==> src/rtl/axi_core_master.sv <==
// -----------------------------------------------------------------------------
// axi_core_master
//
// Single-outstanding AXI4 master bridge. It turns one core load/store request
// into one single-beat AXI transaction. Loads use the AR/R channels and stores
// use the AW/W/B channels. Read data, a completion pulse and error status are
// returned to the core.
//
// Ports
//   ACLK, ARESETn          clock, asynchronous active-low reset
//   core_req/we/addr/      core request. The core holds it stable until
//   wdata/wstrb            core_done.
//   core_stall             core must hold its request (core_req & ~core_done)
//   core_done              one-cycle completion pulse
//   core_rdata             registered load data, kept across stores
//   core_err               last response was not OKAY, valid with core_done
//   AR*/R*/AW*/W*/B* _M    AXI4 master channels. Widths come from the
//                          AXI_*_BITS macros in AXI_define.svh. Local fallbacks
//                          apply when those macros are not defined.
//
// Parameters
//   MASTER_ID              value driven on ARID_M / AWID_M
//
// Build option
//   AXI_CORE_MASTER_AWW_PARALLEL_EN
//     Defined:   a store presents AW and W together in the StAw state. Each
//                VALID drops after its own handshake, and the bridge moves to
//                StB once both handshakes are done.
//     Undefined: the store runs AW, then W, then B in strict sequence.
// -----------------------------------------------------------------------------
`ifndef AXI_ID_BITS
`define AXI_ID_BITS 4
`endif
`ifndef AXI_ADDR_BITS
`define AXI_ADDR_BITS 32
`endif
`ifndef AXI_DATA_BITS
`define AXI_DATA_BITS 32
`endif
`ifndef AXI_STRB_BITS
`define AXI_STRB_BITS 4
`endif
`ifndef AXI_LEN_BITS
`define AXI_LEN_BITS 4
`endif
`ifndef AXI_SIZE_BITS
`define AXI_SIZE_BITS 3
`endif

module axi_core_master #(
    parameter logic [`AXI_ID_BITS-1:0] MASTER_ID = '0
) (
    input  logic                      ACLK,
    input  logic                      ARESETn,
    // core side
    input  logic                      core_req,
    input  logic                      core_we,
    input  logic [31:0]               core_addr,
    input  logic [31:0]               core_wdata,
    input  logic [3:0]                core_wstrb,
    output logic                      core_stall,
    output logic                      core_done,
    output logic [31:0]               core_rdata,
    output logic                      core_err,
    // AR channel
    output logic [`AXI_ID_BITS-1:0]   ARID_M,
    output logic [`AXI_ADDR_BITS-1:0] ARADDR_M,
    output logic [`AXI_LEN_BITS-1:0]  ARLEN_M,
    output logic [`AXI_SIZE_BITS-1:0] ARSIZE_M,
    output logic [1:0]                ARBURST_M,
    output logic                      ARVALID_M,
    input  logic                      ARREADY_M,
    // R channel
    input  logic [`AXI_ID_BITS-1:0]   RID_M,
    input  logic [`AXI_DATA_BITS-1:0] RDATA_M,
    input  logic [1:0]                RRESP_M,
    input  logic                      RLAST_M,
    input  logic                      RVALID_M,
    output logic                      RREADY_M,
    // AW channel
    output logic [`AXI_ID_BITS-1:0]   AWID_M,
    output logic [`AXI_ADDR_BITS-1:0] AWADDR_M,
    output logic [`AXI_LEN_BITS-1:0]  AWLEN_M,
    output logic [`AXI_SIZE_BITS-1:0] AWSIZE_M,
    output logic [1:0]                AWBURST_M,
    output logic                      AWVALID_M,
    input  logic                      AWREADY_M,
    // W channel
    output logic [`AXI_DATA_BITS-1:0] WDATA_M,
    output logic [`AXI_STRB_BITS-1:0] WSTRB_M,
    output logic                      WLAST_M,
    output logic                      WVALID_M,
    input  logic                      WREADY_M,
    // B channel
    input  logic [`AXI_ID_BITS-1:0]   BID_M,
    input  logic [1:0]                BRESP_M,
    input  logic                      BVALID_M,
    output logic                      BREADY_M
);

    localparam logic [1:0] RespOkay  = 2'b00;
    localparam logic [1:0] BurstIncr = 2'b01;

    typedef enum logic [2:0] {
        StIdle,
        StAr,
        StR,
        StAw,
        StW,
        StB,
        StDone
    } state_e;

    state_e      state_q, state_d;
    logic [31:0] addr_q;
    logic [31:0] wdata_q;
    logic [3:0]  wstrb_q;
    logic [31:0] rdata_q;
    logic        err_q;

    // IDs and RLAST carry no information with one transaction in flight.
    logic unused_inputs;
    assign unused_inputs = ^{RID_M, RLAST_M, BID_M};

`ifdef AXI_CORE_MASTER_AWW_PARALLEL_EN
    // These flags record which half of the combined AW+W phase has already
    // handshaken. A finished channel must not present VALID again.
    logic aw_done_q, w_done_q;
    logic aw_hs, w_hs;
    logic aw_ok, w_ok;

    assign aw_hs = AWVALID_M & AWREADY_M;
    assign w_hs  = WVALID_M & WREADY_M;
    assign aw_ok = aw_done_q | aw_hs;
    assign w_ok  = w_done_q | w_hs;

    always_ff @(posedge ACLK or negedge ARESETn) begin
        if (!ARESETn) begin
            aw_done_q <= 1'b0;
            w_done_q  <= 1'b0;
        end else if (state_q != StAw) begin
            aw_done_q <= 1'b0;
            w_done_q  <= 1'b0;
        end else begin
            if (aw_hs) aw_done_q <= 1'b1;
            if (w_hs)  w_done_q  <= 1'b1;
        end
    end
`endif

    // State register
    always_ff @(posedge ACLK or negedge ARESETn) begin
        if (!ARESETn) begin
            state_q <= StIdle;
        end else begin
            state_q <= state_d;
        end
    end

    // Next-state logic. VALID is constant in each state, so READY alone
    // completes the handshake.
    always_comb begin
        state_d = state_q;
        unique case (state_q)
            StIdle: if (core_req) state_d = core_we ? StAw : StAr;
            StAr:   if (ARREADY_M) state_d = StR;
            StR:    if (RVALID_M) state_d = StDone;
`ifdef AXI_CORE_MASTER_AWW_PARALLEL_EN
            StAw:   if (aw_ok && w_ok) state_d = StB;
`else
            StAw:   if (AWREADY_M) state_d = StW;
`endif
            StW:    if (WREADY_M) state_d = StB;
            StB:    if (BVALID_M) state_d = StDone;
            StDone: state_d = StIdle;
            default: state_d = StIdle;
        endcase
    end

    // Output decode
    always_comb begin
        ARVALID_M = 1'b0;
        RREADY_M  = 1'b0;
        AWVALID_M = 1'b0;
        WVALID_M  = 1'b0;
        BREADY_M  = 1'b0;
        core_done = 1'b0;
        unique case (state_q)
            StAr:   ARVALID_M = 1'b1;
            StR:    RREADY_M  = 1'b1;
`ifdef AXI_CORE_MASTER_AWW_PARALLEL_EN
            StAw: begin
                AWVALID_M = ~aw_done_q;
                WVALID_M  = ~w_done_q;
            end
`else
            StAw:   AWVALID_M = 1'b1;
`endif
            StW:    WVALID_M  = 1'b1;
            StB:    BREADY_M  = 1'b1;
            StDone: core_done = 1'b1;
            default: ;
        endcase
    end

    // Fixed single-beat, word-sized, INCR fields; payload from the captured request.
    assign ARID_M    = MASTER_ID;
    assign ARADDR_M  = addr_q;
    assign ARLEN_M   = '0;
    assign ARSIZE_M  = 3'b010;
    assign ARBURST_M = BurstIncr;

    assign AWID_M    = MASTER_ID;
    assign AWADDR_M  = addr_q;
    assign AWLEN_M   = '0;
    assign AWSIZE_M  = 3'b010;
    assign AWBURST_M = BurstIncr;

    assign WDATA_M   = wdata_q;
    assign WSTRB_M   = wstrb_q;
    assign WLAST_M   = 1'b1;

    assign core_stall = core_req & ~core_done;
    assign core_rdata = rdata_q;
    assign core_err   = err_q;

    // Request capture and response capture
    always_ff @(posedge ACLK or negedge ARESETn) begin
        if (!ARESETn) begin
            addr_q  <= '0;
            wdata_q <= '0;
            wstrb_q <= '0;
            rdata_q <= '0;
            err_q   <= 1'b0;
        end else begin
            if (state_q == StIdle && core_req) begin
                addr_q  <= core_addr;
                wdata_q <= core_wdata;
                wstrb_q <= core_wstrb;
            end
            if (state_q == StR && RVALID_M) begin
                rdata_q <= RDATA_M;
                err_q   <= (RRESP_M != RespOkay);
            end
            if (state_q == StB && BVALID_M) begin
                err_q <= (BRESP_M != RespOkay);
            end
        end
    end

endmodule
==> config.mk <==
export PLATFORM = sky130hd
export DESIGN_NAME = axi_core_master
export DESIGN_NICKNAME = d
export VERILOG_FILES = /design/src/rtl/axi_core_master.sv
export SDC_FILE = /design/constraint.sdc
export NUM_CORES = 1
export LEC_CHECK = 0
export ABC_AREA = 0
export BUFFER_PORTS_ARGS = -buffer_cell sky130_fd_sc_hd__clkbuf_2
export CAP_MARGIN = 20
export CORE_MARGIN = 8
export CORE_UTILIZATION = 40
export CTS_BUF_LIST = sky130_fd_sc_hd__clkbuf_8
export CTS_CLUSTER_DIAMETER = 200
export DETAILED_ROUTE_END_ITERATION = 6
export PLACE_DENSITY = 0.76
export SLEW_MARGIN = 0
export SYNTH_ARGS = -nofsm -noshare
export SYNTH_HDL_FRONTEND = slang
export SYNTH_SLANG_ARGS = --single-unit
==> constraint.sdc <==
create_clock -name ACLK -period 1.62 [get_ports ACLK]
set_input_delay 0.243 -clock ACLK [delete_from_list [all_inputs] [get_ports ACLK]]
set_output_delay 0.243 -clock ACLK [all_outputs]
set_load 0.02 [all_outputs]
# Yosys cells after proc, flatten, opt, wreduce, memory -nomap -nowiden
# Index checks and enable logic that the tools add are counted.
totals:
  register_bits: 104
  input_bits: 122
  output_inout_bits: 167
  word_cells: 44
op_classes:
  n_eq_ne: 12
  n_mux: 16
  bitwise_logic: 2
  n_reduce_logical: 8
ops:
  columns: ["cell", "count"]
  rows:
  - ["$mux 3", 6]
  - ["$pmux 3 s6", 1]
  - ["$ne 2x2->1 const B", 6]
  - ["$eq 3x3->1 const B", 3]
  - ["$mux 1", 8]
  - ["$eq 3x2->1 const B", 2]
  - ["$reduce_and 6->1", 1]
  - ["$reduce_bool 2->1", 3]
  - ["$eq 3x1->1 const B", 1]
  - ["$logic_and 1x1->1", 3]
  - ["$logic_not 3->1", 1]
  - ["$mux 2", 1]
  - ["$and 1x1->1", 1]
  - ["$not 1->1", 1]

# Longest topological paths before layout
# Gate-level depths: netlist of the first run.
logic_depth:
  word_depth: 4
  ltp_mapped: 6
  depth_no_buf: 4

# Least setup slack after synthesis of the first run
# No wires, ideal clock.
synth_path:
  path_kind: "register to register"
  start: "reg state_q[1]"
  end: "reg addr_q[0], in the netlist ARADDR_M[0]"
  setup_time_ps: 127
  t_arrival_ps: 1348
  required_ps: 1493
  path_slack_ps: 144
  stages_incl_launch_ff: 6
  path_buffers: 2
  period_less_slack_ps: 1476
  cell_sequence: "dfrtp_1 > nand2b_4 > nor3_4 > buf_4 > buf_6 > mux2_1"
synth_between:
  elab_chain_len: 2
synth_lines:
  columns: ["element", "line", "text"]
  rows:
  - ["from (decl)", "114", "state_e state_q, state_d;"]
  - ["from (signal assigned)", "154", "state_q <= StIdle;"]
  - ["from (signal assigned)", "156", "state_q <= state_d;"]
  - ["$logic_not 3->1", "236", "if (state_q == StIdle && core_req) begin"]
  - ["$logic_and 1x1->1", "236", null]
  - ["to (signal assigned)", "237", "addr_q <= core_addr;"]
  - ["to (decl)", "115", "logic [31:0] addr_q;"]
# No other way between the ends.
# A chain may end at the register's enable or synchronous reset.

# Final worst setup path of the first run
layout_path:
  start: "reg state_q[2]"
  end: "reg wdata_q[2], in the netlist WDATA_M[2]"
layout_between:
  elab_chain_len: 2
layout_lines:
  columns: ["element", "line", "text"]
  rows:
  - ["$logic_not 3->1", "236", null]
  - ["$logic_and 1x1->1", "236", null]
  - ["to (signal assigned)", "238", "wdata_q <= core_wdata;"]
  - ["to (decl)", "116", "logic [31:0] wdata_q;"]
# No other way between the ends.

==> metrics.csv, run 1 <==
metric;value;unit
status;complete, but fails checks;
failing checks;setup timing;
RSZ-0062 raised after global routing;yes;
initial antenna violation count;0;
DRC viols;0;
final-stage net count;672;
CTS buffer count;9;
register bit total from synthesis;104;
die width;124;µm
Rows;39;
synth cell count leaders;dfrtp_1 (104), buf_4 (62), mux2_2 (53), mux2_4 (28), mux2_1 (21);
dpl hpwl;8.88;mm
gr usage total;0.140;
Post-synth ARST share;1.00;
Hold Vio Cnt, Final;0;
Final Setup Violations;14;
Crit. End Element;flop;
CTS max path bufs;2;
fin util;0.544;
vias;3103;
layout cells sized above 1;0.697;
Worst Skew;0.00949;ns
max cap viols;0;
htree depth;3;
via/cell ratio;4.45;
GP Congestion;0.762;
Critical Path Fanout Max;23;
Power Dens Cells;2240;mW/mm²
Final min period;1.64;ns
Synth warnings;0;
vias in the first global route;3323;
# port buffers;252;
WP data arrival;1.89;ns
EDFF count, synth;0;
Max Clk Rate;0.611;GHz
sequential share of the synthesized area;0.559;
worst-skew pair later-pin latency;0.36;ns
Post-Syn Instances;313;
top cells by area, synth;dfrtp_1 (56%), mux2_2 (13%), buf_4 (10%), mux2_4 (9.0%), mux2_1 (5.1%);
final worst-path cycle share;1.01;
Hold/Removal Path Class;in -> reg;
clock sink total;104;
detailed router's first-iteration violation count;116;
Final ANT Viol Nets;0;
CTS tree;yes;
Initial Util;0.409;
largest area contributor in the netlist;dfrtp_1;
CP Class;reg -> reg;
Wirelength per Cell;16.8;µm
Avg Cell Area, Syn;14.9;µm²
Rel. slew slack;0.644;
Final Slew Violations;0;
DIE HEIGHT;124;µm
Routed WL;11.7;mm
worst setup margin;-0.0173;ns
Static Leak;0.00325;µW
Layout area overhead;33.0;%
# diodes;0;
worst endpoint required time;1.87;ns
core area;0.0114;mm²
largest net degree at the start of global routing;105;
post-synth top area share;0.559;
fillers;990;
Die Area;0.0153;mm²
ys flop type;dfrtp_1;
most frequent cell after synthesis;dfrtp_1;
Initial DRT Pass Iterations;4;
Mapped Area;0.00465;mm²
WHS;0.104;ns
Peak VDD IR;0.00128;V
Worst Setup Start Kind;flop;
Worst Max-Slew Pin Slew;0.534;ns
global-route wire length before repair;16.8;mm
clk slew on worst S/H paths;0.10;ns
Ports;289;
GR Overflow Total;0;
root buf cell;clkbuf_8;
Synth cell types;26;
[layout by cell type (no fill, tap or decap), types with 2 or more instances in the layout]
master | Yosys | routed
and2_1 | 3 | 2
buf_12 | 0 | 4
buf_4 | 62 | 14
buf_6 | 6 | 3
clkbuf_16 | 0 | 2
clkbuf_2 | 0 | 246
clkbuf_8 | 0 | 10
clkinv_2 | 0 | 2
conb_1 | 2 | 27
dfrtp_1 | 104 | 103
mux2_1 | 21 | 12
mux2_2 | 53 | 49
mux2_4 | 28 | 41
mux2i_1 | 3 | 3
nand2_1 | 6 | 6
nor2_1 | 4 | 4
nor2b_1 | 4 | 2
[cell families after synthesis]
| kind of cell | after synthesis | share of synthesized area |
|---|---|---|
| adder cells (fa/ha/maj) | 1 | 0.00269 |
| AO/OA/AOI/OAI | 3 | 0.00565 |
| AND/OR/NAND/NOR | 26 | 0.0358 |
| buffers and inverters | 72 | 0.119 |
| flip-flops | 104 | 0.559 |
| other | 2 | 0.00161 |
| multiplexers | 105 | 0.276 |
[repair_timing]
| item | CTS | global route |
|---|---|---|
| setup buffers | 6 | 4 |
| gates cloned | 0 | 2 |
| endpoints found under the setup margin | 7 | 58 |
| hold endpoints to repair | 104 | 0 |
| resized for setup | 11 | 23 |
| hold buffers | 1 | 0 |
| pin swaps | 0 | 2 |
[per-layer routing]
layer	routed length (µm)	vias to the layer above	share of wire	track usage
met3	1290	16	0.11	0.0499
met5	0	-	0	0
met2	5880	161	0.50	0.243
met1	4320	1478	0.37	0.152
met4	199	0	0.017	0.0587
li1	-	1448	-	-
[sequential cells by signal (all words and copies together) (netlist names)]
signal / cells
state_q: 3
ARADDR_M: 32
core_err: 1
WSTRB_M: 4
WDATA_M: 32
core_rdata: 32
[report_power, final]
part | switching, µW | total, µW | internal, µW
clock | 844 | 1590 | 749
combinational | 4160 | 7530 | 3370
sequential | 812 | 4750 | 3930
[final timing paths]
check	startpoint	to	slack, ns	cells past startpoint
hold reg to reg	WDATA_M[25]$_DFFE_PN0P_	WDATA_M[25]$_DFFE_PN0P_	0.49	1
setup / recovery	state_q[2]$_DFFE_PN0P_	WDATA_M[2]$_DFFE_PN0P_	-0.02	5
hold / removal	core_addr[0]	ARADDR_M[0]$_DFFE_PN0P_	0.10	2
max in group asynchronous	ARESETn	state_q[2]$_DFFE_PN0P_	0.70	3
min in group asynchronous	ARESETn	ARADDR_M[9]$_DFFE_PN0P_	0.49	3
setup reg to reg	state_q[2]$_DFFE_PN0P_	WDATA_M[2]$_DFFE_PN0P_	-0.02	5
[through the flow]
step	instance area, µm²	worst slack [ns]	cells	TNS [ns]	total power, µW
after floorplan	4750	0.144	338	0	9930
after global placement	5740	0.0591	668	0	11700
after detailed placement	5740	0.0256	668	0	11900
after CTS	6030	-0.0438	691	-0.0860	13700
after global routing	6190	-0.0738	697	-3.31	14700
final	6190	-0.0173	697	-0.158	13900
[final cells by class]
cell class                 count  area, µm²  share of cell area
clock inverter                 6       60.1             0.00970
multi-input combinational    162       1660               0.267
tap                          143        179              0.0289
sequential                   104       2600               0.421
clock buffer                  10        138              0.0222
timing repair buffer         272       1550               0.251
[critical path: stages (launching register included)]
cell,delay [ns]
dfrtp_2,0.46
buf_4,0.16
nor3_4,0.21
buf_12,0.15
clkbuf_16,0.21
mux2_2,0.35
Power figures use the tool's default switching activity.
==> run 2, diff against run 1 <==
- CORE_ASPECT_RATIO: unset -> 0.6
- SLEW_MARGIN: 0 -> 20
==> run 2 against run 1 <==
Net effect:
- the run now ends clean
- first-iteration DRC count fell by 49%
- non-clock buffer count stayed put
- register-to-register slack improved by 0.05 ns
- utilization increased by 0.38 points
- via count is 0.97% higher
- largest cell class unchanged
==> metrics.csv, run 2 (synthesis results as in run 1) <==
metric;value;unit;change
RSZ-0062 raised after global routing;yes;;
commonest non-fill, non-tap cells in the layout;clkbuf_2 (245), dfrtp_1 (102), mux2_2 (49), mux2_4 (32), conb_1 (27);;
Hold Crit Depth;2;;unchanged
HP Start;core_wdata[22];;
vias in the first global route;3473;;+4.5%
die width;155;µm;+25%
Peak VDD IR;0.00115;V;-10%
CTS buffer count;9;;unchanged
fillers;996;;+0.61%
# port buffers;252;;unchanged
Hold Vio Cnt, Final;0;;unchanged
Rows;30;;-23%
Final min period;1.62;ns;-0.0207 ns
Max Clk Rate;0.619;GHz;+1.3%
dpl hpwl;9.33;mm;+5.1%
Final Slew Violations;0;;unchanged
Worst Setup Start Kind;flop;;
Wirelength per Cell;17.4;µm;+3.7%
GP Congestion;0.760;;-0.30%
commonest non-fill, non-tap cell in the layout;clkbuf_2;;
FF-to-FF End;ARADDR_M[23]$_DFFE_PN0P_;;
max cap viols;0;;unchanged
worst setup margin;0.00343;ns;+0.0207 ns
GR Overflow Total;0;;unchanged
clock sink total;104;;unchanged
Setup Slack @ Placement;0.0670;ns;+0.0414 ns
Hold/Removal Path Class;in -> reg;;
largest net degree at the start of global routing;105;;unchanged
initial antenna violation count;0;;unchanged
R2R Path Start;state_q[1]$_DFFE_PN0P_;;
CTS tree;yes;;
worst-skew pair later-pin latency;0.36;ns;about the same
Worst Skew;0.00704;ns;-0.00245 ns
DRC viols;0;;unchanged
core area;0.0113;mm²;-0.30%
fin util;0.548;;+0.00383
htree depth;3;;unchanged
Critical path origin;state_q[2]$_DFFE_PN0P_;;
CP Class;reg -> out;;
Worst Max-Slew Pin Slew;0.550;ns;+0.0158 ns
detailed router's first-iteration violation count;59;;-49%
Post-DP Area;0.00576;mm²;+0.37%
Layout area overhead;33.6;%;
Power Dens Cells;2220;mW/mm²;-1.0%
Design Area, Final;0.00621;mm²;+0.40%
global-route wire length before repair;18.8;mm;+11%
root buf cell;clkbuf_8;;
internal reg-to-reg setup slack;0.03;ns;+0.05 ns
R2R cell count;5;;unchanged
CTS max path bufs;2;;unchanged
worst endpoint required time;1.38;ns;-0.49 ns
Ports;289;;unchanged
final worst-path cycle share;0.998;;-0.0128
Critical Path Fanout Max;8;;-65%
Routed WL;12.4;mm;+6.3%
WP data arrival;1.37;ns;-0.52 ns
via/cell ratio;4.39;;-1.4%
final-stage net count;672;;unchanged
Initial Util;0.410;;+0.00122
layout cells sized above 1;0.681;;-0.0162
vias;3133;;+0.97%
gr usage total;0.153;;+0.0131
Final Setup Violations;0;;-14
Worst Hold End;WDATA_M[22]$_DFFE_PN0P_;;
Die Area;0.0155;mm²;+0.74%
Final ANT Viol Nets;0;;unchanged
Static Leak;0.00323;µW;-0.61%
Crit. End Element;primary output;;
DIE HEIGHT;99.5;µm;-20%
status;complete, no violations;;
clk slew on worst S/H paths;0.10;ns;about the same
Rel. slew slack;0.634;;-0.0106
# diodes;0;;unchanged
Initial DRT Pass Iterations;4;;unchanged
run 2: changes by cell type in the layout (fill, tap and decap cells not counted), sizes merged:
cell    change
clkbuf      -2
inv         +4
buf         +1
clkinv      -2
bufinv      -1
run 2: per-stage QoR:
step	std cells	setup TNS, ns	power, µW	hold slack (ns)
4_1_cts	710	-0.000774	13800	0.0632
3_5_place_dp	685	0	11900	0.354
6_report	714	0	13800	0.0890
3_3_place_gp	685	0	11700	0.346
5_1_grt	714	-0.489	14600	0.0572
2_1_floorplan	338	0	9930	-0.0526
run 2: timing repair:
| item | in CTS | in global routing |
|---|---|---|
| buffers inserted | 7 | 1 |
| hold buffers | 1 | 0 |
| endpoints found under the setup margin | 7 | 64 |
| hold endpoints to repair | 104 | 0 |
| pin swaps | 1 | 1 |
| resized for setup | 14 | 19 |
| cloned | 1 | 3 |
run 2: power breakdown:
group          internal (µW)  switching, µW
sequential              3940            844
clock                    563            882
combinational           3350           4210
run 2: how the worst max path moves through the flow:
stage                                             to  slack (ns)
after floorplan              ARADDR_M[0]$_DFFE_PN0P_        0.14
after global placement    core_rdata[31]$_DFFE_PN0P_        0.08
after detailed placement    ARADDR_M[23]$_DFFE_PN0P_        0.07
after CTS                                  ARVALID_M     -0.0008
after global routing                       ARVALID_M       -0.06
final                                      ARVALID_M       0.003
run 2: area by class of cell:
type	instances	area, µm²	area share
Sequential cell	104	2610	0.419
Multi-Input combinational cell	162	1630	0.262
Timing Repair Buffer	272	1610	0.259
Tap cell	160	200	0.0322
Clock buffer	9	124	0.0199
Clock inverter	7	46.3	0.00745
run 2: metal layers:
metal / track usage / routed length [µm]
met1: 0.164 / 4660
met5: 0 / 0
met3: 0.0801 / 1470
met2: 0.263 / 6170
met4: 0.0378 / 123
run 2: critical path, cell delays in order, from the launching register on:
cell and delay [ns]:
dfrtp_2 0.46, and2b_4 0.28, nor2b_4 0.16, buf_8 0.12
==> run 3, diff against run 2 <==
- ABC_AREA: 0 -> 1
- SKIP_CTS_REPAIR_TIMING: unset -> 1
==> run 3 against run 2 <==
Net effect:
- non-clock buffer count fell by 6
- via count rose by 9.7%
- flip-flop and latch count unchanged
- critical path type unchanged
- critical endpoint is now BREADY_M
- largest cell class unchanged
==> metrics.csv, run 3 <==
metric;value;unit;change
EDFF count, synth;0;;unchanged
WP data arrival;1.32;ns;-0.05 ns
CP Class;reg -> out;;
Synth Area in Adders;0.00270;;+0.0000153
Register Area;0.00261;mm²;about the same
clock sink total;104;;unchanged
largest family of logic cells by synthesized area;multiplexers;;
area of the multi-input gates;0.00155;mm²;-4.6%
WHS;0.0796;ns;-0.00939 ns
Rows;30;;unchanged
Critical Path Fanout Max;7;;-1
worst path bufs/invs;2;;+1
Power Dens Cells;2200;mW/mm²;-0.63%
cell family with most CP delay;flip-flops;;
Worst Skew;0.00703;ns;-0.00000505 ns
Design Power;13300;µW;-3.3%
detailed router's first-iteration violation count;138;;+130%
final instance count without filler cells;798;;+12%
HP Start;RDATA_M[11];;
Ports;289;;unchanged
top cells by area, synth;dfrtp_1 (56%), mux2_2 (12%), buf_4 (10%), nand2_1 (8.9%), mux2_4 (6.5%);;
core area;0.0113;mm²;-0.33%
fillers;969;;-2.7%
layout cells sized above 1;0.571;;-0.110
Synth cell types;21;;-19%
Die Area;0.0154;mm²;-0.50%
dpl hpwl;10.0;mm;+7.6%
mux cell area share after synthesis;0.182;;-0.0942
Design Area, Final;0.00605;mm²;-2.7%
Post-synth ARST share;1.00;;unchanged
largest net degree at the start of global routing;49;;-53%
GP Congestion;0.911;;+20%
crit-path max cell delay;0.48;ns;+0.02 ns
largest area contributor in the netlist;dfrtp_1;;
Placed Cells;776;;+13%
Mapped Area;0.00463;mm²;-0.56%
Final min period;1.56;ns;-0.0547 ns
Max Clk Rate;0.640;GHz;+3.5%
crit-path cells;inv_1, nand2_2, nor2_2, buf_6;;
Post-Synth Simple-Gate Area;0.120;;+0.0841
slowest CP cell;dfrtp_2;;
final-stage net count;756;;+13%
gr usage total;0.157;;+0.00417
Compound-Gate Fraction of Synth Area;0.00541;;-0.000238
sequential share of the synthesized area;0.563;;+0.00318
die width;155;µm;-0.25%
Post-Syn Instances;403;;+29%
vias;3438;;+9.7%
synth cell count leaders;nand2_1 (110), dfrtp_1 (104), buf_4 (62), mux2_2 (48), mux2_4 (20);;
worst setup margin;0.0581;ns;+0.0547 ns
initial antenna violation count;0;;unchanged
Synth warnings;0;;unchanged
max cap viols;0;;unchanged
vias in the first global route;3655;;+5.2%
worst endpoint required time;1.38;ns;about the same
RSZ-0062 raised after global routing;yes;;
post-synth top area share;0.563;;+0.00318
post-synthesis xor/xnor area fraction;0;;unchanged
Setup Slack @ Placement;0.0643;ns;-0.00269 ns
R2R Path Start;state_q[1]$_DFFE_PN0P_;;
via/cell ratio;4.31;;-1.8%
CTS max path bufs;2;;unchanged
# port buffers;252;;unchanged
# diodes;0;;unchanged
global-route wire length before repair;19.5;mm;+4.1%
CTS buffer count;9;;unchanged
Final ANT Viol Nets;0;;unchanged
Final Setup Violations;0;;unchanged
DIE HEIGHT;99.3;µm;-0.24%
register bit total from synthesis;104;;unchanged
most frequent cell after synthesis;nand2_1;;
ys flop type;dfrtp_1;;
commonest non-fill, non-tap cells in the layout;clkbuf_2 (245), nand2_1 (108), dfrtp_1 (101), mux2_2 (48), conb_1 (27);;
Critical path origin;state_q[1]$_DFFE_PN0P_;;
root buf cell;clkbuf_8;;
Post-DP Area;0.00577;mm²;+0.13%
Final Slew Violations;0;;unchanged
Worst Setup Start Kind;flop;;
htree depth;3;;unchanged
Routed WL;12.4;mm;-0.23%
clk slew on worst S/H paths;0.10;ns;about the same
Peak VDD IR;0.00116;V;+0.88%
Initial Util;0.409;;-0.000962
status;complete, no violations;;
commonest non-fill, non-tap cell in the layout;clkbuf_2;;
Static Leak;0.00343;µW;+5.9%
worst-skew pair later-pin latency;0.35;ns;about the same
Hold/Removal Path Class;in -> reg;;
Wirelength per Cell;15.5;µm;-11%
Avg Cell Area, Syn;11.5;µm²;-23%
final worst-path cycle share;0.964;;-0.0338
DRC viols;0;;unchanged
Crit. End Element;primary output;;
Hold Vio Cnt, Final;0;;unchanged
Initial DRT Pass Iterations;4;;unchanged
Layout area overhead;30.7;%;
GR Overflow Total;0;;unchanged
CTS tree;yes;;
-- run 3: cell count changes in the layout (fill, tap and decap cells not counted), moves of 4 or more --
cell / before / now
mux2_4: 32 / 20
inv_1: 2 / 9
nand3_1: 0 / 8
inv_2: 0 / 4
mux2_1: 21 / 0
nor2_1: 4 / 10
nand2_1: 6 / 108
-- run 3: per-stage QoR --
stage	utilization	setup TNS (ns)
3_3_place_gp	0.510	0
4_1_cts	0.527	-0.422
2_1_floorplan	-	0
3_5_place_dp	0.510	0
5_1_grt	0.535	-0.110
6_report	0.535	0
-- run 3: kinds of logic (layout without fill, tap and decap cells) --
family	Yosys count	in the layout
simple gates	138	138
flops	104	104
buf+inv	85	295
mux	68	68
compound gates	5	5
other cells	2	27
fa+ha+maj	1	1
-- run 3: layout make-up --
class / count / share of cell area
clock buffer: 11 / 0.0250
clock inverter: 5 / 0.00642
inverter: 13 / 0.00807
multi-input combinational: 239 / 0.257
sequential: 104 / 0.431
tap: 160 / 0.0331
timing repair buffer: 266 / 0.240
-- run 3: worst paths after layout --
kind | to | slack [ns] | cells after the start
max reg2reg | ARADDR_M[5]$_DFFE_PN0P_ | 0.10 | 5
min reg2reg | core_rdata[11]$_DFFE_PN0P_ | 0.49 | 2
max | BREADY_M | 0.06 | 4
min in group asynchronous | WDATA_M[5]$_DFFE_PN0P_ | 0.29 | 2
max in group asynchronous | WSTRB_M[0]$_DFFE_PN0P_ | 0.80 | 3
min | core_rdata[11]$_DFFE_PN0P_ | 0.08 | 3
-- run 3: tightest hold or removal path, delay by kind of cell --
| kind | cells | cell delay (ns) |
|---|---|---|
| and+or+nand+nor | 2 | 0.08 |
| buffers and inverters | 1 | 0.07 |
-- run 3: power by group --
group / switching, µW / total (µW) / internal, µW
logic: 4250 / 7050 / 2800
registers: 860 / 4750 / 3890
clock network: 873 / 1530 / 655
-- run 3: metal layers --
| layer | share of wire | wire length (µm) | global-route usage | vias to the layer above |
|---|---|---|---|---|
| li1 | - | - | - | 1665 |
| met1 | 0.40 | 4920 | 0.177 | 1613 |
| met2 | 0.49 | 6120 | 0.268 | 151 |
| met3 | 0.10 | 1270 | 0.0753 | 9 |
| met4 | 0.0076 | 94 | 0.0337 | 0 |
| met5 | 0 | 0 | 0 | - |
